File: src/rtl/decode_queue_pkg.sv
// Shared decode definitions: widths, functional-unit IDs and the
// packed decoded-instruction entry passed from decode to issue.
package decode_queue_pkg;

  localparam int OPCODE_W = 12;
  localparam int ADDR_W   = 64;
  localparam int FU_W     = 3;
  localparam int MAJ_W    = 64;
  localparam int MIN_W    = 7;
  localparam int PID_W    = 20;
  localparam int TID_W    = 16;
  localparam int BODY_W   = 84;
  localparam int RAP_W    = 2;

  typedef enum logic [FU_W-1:0] {
    FU_FX     = 3'd0,
    FU_FP     = 3'd1,
    FU_VX     = 3'd2,
    FU_CR     = 3'd3,
    FU_LS     = 3'd4,
    FU_BRANCH = 3'd6
  } fu_e;

  typedef struct packed {
    logic [OPCODE_W-1:0] opcode;
    logic [ADDR_W-1:0]   address;
    logic [FU_W-1:0]     fu;
    logic [MAJ_W-1:0]    maj_id;
    logic [MIN_W-1:0]    min_id;
    logic                is64;
    logic [PID_W-1:0]    pid;
    logic [TID_W-1:0]    tid;
    logic [BODY_W-1:0]   body;
    logic [RAP_W-1:0]    op1rw;
    logic [RAP_W-1:0]    op2rw;
    logic [RAP_W-1:0]    op3rw;
    logic [RAP_W-1:0]    op4rw;
    logic                op1_is_reg;
    logic                op2_is_reg;
    logic                op3_is_reg;
    logic                op4_is_reg;
  } dec_entry_t;

endpackage

File: src/rtl/decode_queue_storage.sv
// Entry register array: one write port, one asynchronous read port.
// Contents are intentionally left unreset.
module decode_queue_storage #(
  parameter int depth = 8,
  parameter int width = 32
) (
  input  logic                     clock_i,
  input  logic                     write_en,
  input  logic [$clog2(depth)-1:0] write_addr,
  input  logic [width-1:0]         write_data,
  input  logic [$clog2(depth)-1:0] read_addr,
  output logic [width-1:0]         read_data
);

  logic [width-1:0] mem [depth];

  always_ff @(posedge clock_i) begin
    if (write_en) mem[write_addr] <= write_data;
  end

  assign read_data = mem[read_addr];

endmodule

File: src/rtl/decode_queue.sv
// Elastic buffer between decode mux and issue, with early stall
// so in-flight decode slots always find room.
module decode_queue
  import decode_queue_pkg::*;
#(
  parameter int depth                   = 8,
  parameter int skid                    = 3,
  parameter int opcodeSize              = OPCODE_W,
  parameter int addressWidth            = ADDR_W,
  parameter int funcUnitCodeSize        = FU_W,
  parameter int instructionCounterWidth = MAJ_W,
  parameter int instMinIdWidth          = MIN_W,
  parameter int PidSize                 = PID_W,
  parameter int TidSize                 = TID_W,
  parameter int bodyWidth               = BODY_W,
  parameter int regAccessPatternSize    = RAP_W
) (
  input  logic                               clock_i,
  input  logic                               reset_i,
  input  logic                               flush_i,
  input  logic                               enable_i,
  input  logic [opcodeSize-1:0]              opcode_i,
  input  logic [addressWidth-1:0]            address_i,
  input  logic [funcUnitCodeSize-1:0]        funcUnitType_i,
  input  logic [instructionCounterWidth-1:0] majID_i,
  input  logic [instMinIdWidth-1:0]          minID_i,
  input  logic                               is64Bit_i,
  input  logic [PidSize-1:0]                 pid_i,
  input  logic [TidSize-1:0]                 tid_i,
  input  logic [bodyWidth-1:0]               body_i,
  input  logic [regAccessPatternSize-1:0]    op1rw_i,
  input  logic [regAccessPatternSize-1:0]    op2rw_i,
  input  logic [regAccessPatternSize-1:0]    op3rw_i,
  input  logic [regAccessPatternSize-1:0]    op4rw_i,
  input  logic                               op1IsReg_i,
  input  logic                               op2IsReg_i,
  input  logic                               op3IsReg_i,
  input  logic                               op4IsReg_i,
  output logic                               stall_o,
  output logic                               valid_o,
  input  logic                               ready_i,
  output logic [opcodeSize-1:0]              opcode_o,
  output logic [addressWidth-1:0]            address_o,
  output logic [funcUnitCodeSize-1:0]        funcUnitType_o,
  output logic [instructionCounterWidth-1:0] majID_o,
  output logic [instMinIdWidth-1:0]          minID_o,
  output logic                               is64Bit_o,
  output logic [PidSize-1:0]                 pid_o,
  output logic [TidSize-1:0]                 tid_o,
  output logic [bodyWidth-1:0]               body_o,
  output logic [regAccessPatternSize-1:0]    op1rw_o,
  output logic [regAccessPatternSize-1:0]    op2rw_o,
  output logic [regAccessPatternSize-1:0]    op3rw_o,
  output logic [regAccessPatternSize-1:0]    op4rw_o,
  output logic                               op1IsReg_o,
  output logic                               op2IsReg_o,
  output logic                               op3IsReg_o,
  output logic                               op4IsReg_o,
  output logic [$clog2(depth):0]             count_o,
  output logic                               overflow_o
);

  localparam int PW = $clog2(depth);
  localparam int CW = PW + 1;
  localparam int EW = opcodeSize + addressWidth + funcUnitCodeSize
                    + instructionCounterWidth + instMinIdWidth + 1
                    + PidSize + TidSize + bodyWidth
                    + 4 * regAccessPatternSize + 4;

  logic [PW-1:0] head;
  logic [PW-1:0] tail;
  logic [CW-1:0] count;
  logic          overflow;
  logic          full;
  logic          deq;
  logic          enq;
  logic          drop;
  logic [EW-1:0] wdata;
  logic [EW-1:0] rdata;

  assign full    = (count == CW'(depth));
  assign valid_o = (count != '0);
  assign deq     = valid_o & ready_i;
  // A full queue still accepts when the head leaves in the same cycle.
  assign enq     = enable_i & (~full | deq);
  assign drop    = enable_i & full & ~deq;

  always_ff @(posedge clock_i or posedge reset_i) begin
    if (reset_i) begin
      head     <= '0;
      tail     <= '0;
      count    <= '0;
      overflow <= 1'b0;
    end else if (flush_i) begin
      head  <= '0;
      tail  <= '0;
      count <= '0;
    end else begin
      if (enq) tail <= tail + PW'(1);
      if (deq) head <= head + PW'(1);
      if (enq && !deq) count <= count + CW'(1);
      else if (deq && !enq) count <= count - CW'(1);
      if (drop) overflow <= 1'b1;
    end
  end

  assign count_o    = count;
  assign overflow_o = overflow;
  assign stall_o    = (CW'(depth) - count) <= CW'(skid);

  assign wdata = {opcode_i, address_i, funcUnitType_i, majID_i,
                  minID_i, is64Bit_i, pid_i, tid_i, body_i,
                  op1rw_i, op2rw_i, op3rw_i, op4rw_i,
                  op1IsReg_i, op2IsReg_i, op3IsReg_i, op4IsReg_i};

  decode_queue_storage #(
    .depth (depth),
    .width (EW)
  ) u_storage (
    .clock_i    (clock_i),
    .write_en   (enq & ~flush_i),
    .write_addr (tail),
    .write_data (wdata),
    .read_addr  (head),
    .read_data  (rdata)
  );

  assign {opcode_o, address_o, funcUnitType_o, majID_o,
          minID_o, is64Bit_o, pid_o, tid_o, body_o,
          op1rw_o, op2rw_o, op3rw_o, op4rw_o,
          op1IsReg_o, op2IsReg_o, op3IsReg_o, op4IsReg_o} = rdata;

endmodule
File: config.mk
export PLATFORM = sky130hd
export DESIGN_NAME = decode_queue
export DESIGN_NICKNAME = d
export VERILOG_FILES = /design/src/rtl/decode_queue_pkg.sv /design/src/rtl/decode_queue_storage.sv /design/src/rtl/decode_queue.sv
export SDC_FILE = /design/constraint.sdc
export NUM_CORES = 2
export LEC_CHECK = 0
export CORE_MARGIN = 2
export CORE_UTILIZATION = 35
export CTS_CLUSTER_SIZE = 28
export DETAILED_ROUTE_END_ITERATION = 8
export HOLD_SLACK_MARGIN = 0.02
export PLACE_DENSITY = 0.52
export SETUP_SLACK_MARGIN = 0.05
export SYNTH_ARGS = -nofsm -noshare
export SYNTH_HDL_FRONTEND = slang
export SYNTH_SLANG_ARGS = --single-unit
export TNS_END_PERCENT = 100
File: constraint.sdc
create_clock -name clock_i -period 78.6 [get_ports clock_i]
set_clock_uncertainty 0.05 [all_clocks]
set_input_delay 15.72 -clock clock_i [delete_from_list [all_inputs] [get_ports clock_i]]
set_output_delay 15.72 -clock clock_i [all_outputs]
set_load 0.02 [all_outputs]
==> out/qor.csv <==
metric;value;unit
routed_wl;196;mm
p_sw_share;26.3;%
rsz0062_at_grt;false;
ir_drop;22.7;uV
dr.pass1.iters;7;
min_path_type;reg2reg;
cts-root-buf;clkbuf_16;
slowest_stage;dfrtp_4;
drc;0;
area_growth;19.9;%
reg2reg_depth;7;
initial_core_util;35.2;%
yosys_register_bits;2275;
worst-path-max-fanout;60;
grt_pass1_vias;39616;
syn_inst;3358;
p_sw;0.841;mW
final_util;42.2;%
grt_pass1_wl;283;mm
grt_max_degree;114;
hp-start;overflow_o;
arrival;6.35;ns
tightestPinTransition;1.07;ns
dieArea;249000;sq um
pre_cts_slack;57.23;ns
max-slew-margin-rel;28.4;%
ys_warn_count;0;
fmax;0.0452;GHz
synth_area;85700;sq um
postRouteAntennaNets;0;
synthesis.area_per_instance;25.5;sq um
p_clk_share;33.8;%
core_area;243000;sq um
max_cap_viol_count;0;
grt_overflow;0;
num_vias;37600;
drv_slew;0;
cp_top_family;buffers and inverters;
fin_crit_sh;28.1;%
r2r_end;u_storage.mem[3][119];
end_kind;primary output;
drive_gt1_share;29.5;%
synth_edf_count;2264;
start_kind;flop;
cts_buffers;233;
synthDistinctLibCells;35;
ctsHoldBuffers;0;
layout_min_cycle_time;22.12;ns
hold_path_depth;1;
min_to;overflow_o;
die_h;499;um
finalSetupViolations;0;
fin_setup_tns;0;ns
powerDensity;31.2;nW/um^2
post_cts_buffers;0;
cts_buffer_depth;3;
cp-startpoint;head[1];
place_congestion;0.729;
final_common_cell;edfxtp_1;
cts_tree;yes;
crit_buf_inv;5;
post_cts_resize_count;0;
combPwrFrac;23.2;%
max_stage_delay;1.05;ns
die_w;499;um
ys_seq_area_share;79.6;%
crit_type;reg2out;
dpl.hpwl;107;mm
final.setup.worst_slack;56.48;ns
nets;4373;
pin_count;578;
drtIter0Drc;2373;
cts_max_level;4;
path_clk_slew;0.06;ns
reg2reg_slack;73.63;ns
fp-row-count;181;
syn_nets;3651;
port-buffer-count;577;
async_reset_ff_share;0.484;%
r2r-start;count_o[0];
antenna_found_initial;54;
worst_path_most_repeated_cell;buf_4;
vias_per_cell;5.02;
finalHoldViolations;0;
p_int;2.36;mW
seqPwrFrac;43.0;%
avgRoutedWirePerCell;26.1;um
synthFlopType;edfxtp_1;
clock_sinks;2275;
cp.required;62.83;ns
status;completed;
crit_chain;buf_4 -> buf_4 -> buf_4 -> buf_4 -> mux4_2 -> mux2_2 -> clkdlybuf4s50_1;
total_leakage_power;31.1;nW
grt_usage;15.5;%
final_cell_mix;2264 x edfxtp_1, 577 x clkdlybuf4s50_1, 566 x mux4_2;
insertion_delay;0.86;ns
-- power by group through the flow --
| stage | sequential [mW] | clock (mW) | combinational, mW |
|---|---|---|---|
| floorplan | 1.41 | 0 | 0.514 |
| global placement | 1.40 | 0 | 0.761 |
| detailed placement | 1.40 | 0 | 0.761 |
| CTS | 1.38 | 1.12 | 0.765 |
| global route | 1.38 | 1.16 | 0.793 |
| finish | 1.38 | 1.08 | 0.742 |
-- through the flow --
| step | power, mW | instances | hold slack, ns | area (sq um) |
|---|---|---|---|---|
| 6_report | 3.20 | 7497 | 0.422 | 103000 |
| 4_1_cts | 3.26 | 7485 | 0.424 | 103000 |
| 5_1_grt | 3.34 | 7493 | 0.442 | 103000 |
| 3_5_place_dp | 2.17 | 7047 | 0.406 | 95200 |
| 3_3_place_gp | 2.16 | 7047 | 0.403 | 95200 |
| 2_1_floorplan | 1.93 | 3358 | 0.484 | 85700 |
-- synthesized netlist by cell type (2+ instances only) --
cell type / count / area, sq um
a211oi_1: 2 / 15.0
a21o_1: 2 / 15.0
a21oi_1: 4 / 20.0
buf_1: 28 / 105
buf_2: 28 / 140
buf_6: 59 / 664
clkbuf_1: 45 / 169
dfrtp_1: 11 / 275
edfxtp_1: 2264 / 68000
ha_1: 4 / 50.1
inv_1: 6 / 22.5
mux2_2: 283 / 3190
mux2i_1: 2 / 20.0
mux4_2: 566 / 12700
nand2_1: 8 / 30.0
nand2b_1: 3 / 18.8
nor2_1: 13 / 48.8
nor3_1: 3 / 15.0
nor4_1: 4 / 25.0
o211ai_1: 3 / 22.5
o21ai_0: 2 / 10.0
or4_1: 2 / 15.0
xnor2_1: 3 / 26.3
xor2_1: 2 / 17.5
-- kinds of logic (layout without fill, tap and decap cells) --
kind of cell	count (synthesis)	in the layout	synth area share (%)
buffers and inverters	167	1092	1.29
DFF	2275	2275	79.6
muxes	851	851	18.6
adders and majority gates	5	5	0.0817
and+or+nand+nor	36	36	0.201
AOI/OAI and AO/OA	19	19	0.155
other	0	12	0
xor gates and xnor gates	5	5	0.0511
-- worst max-delay path by stage --
stage,cells after the start,slack (ns),to
after detailed placement,7,57.23,body_o[61]
after floorplan,1,33.92,u_storage.mem[0][0]
after CTS,7,56.24,body_o[61]
after global placement,7,57.23,body_o[61]
after global routing,7,56.12,body_o[61]
final,7,56.48,body_o[61]
-- flip-flops by register name, indices dropped and copies added (netlist names) --
signal	cells
count_o	4
u_storage.mem	2264
overflow_o	1
tail	3
head	3
-- cell type report --
cell class                      count  area [sq um]
Inverter                            6          22.5
Clock buffer                      283          6020
Timing Repair Buffer              648          6430
Clock inverter                    155          1570
Multi-Input combinational cell    916         16400
Sequential cell                  2275         68300
Antenna cell                       12          30.0
Tap cell                         3202          4010
Fill cell                       20804        141000
-- per-layer routing --
| layer | up-vias | part of all wire (%) | GRT usage (%) |
|---|---|---|---|
| met3 | 347 | 6.1 | 3.99 |
| met4 | 62 | 2.5 | 4.76 |
| met5 | - | 0.21 | 0 |
| met2 | 903 | 47 | 24.1 |
| li1 | 15995 | - | - |
| met1 | 20293 | 44 | 21.5 |
Note: power is estimated with default switching activity, not from simulation.
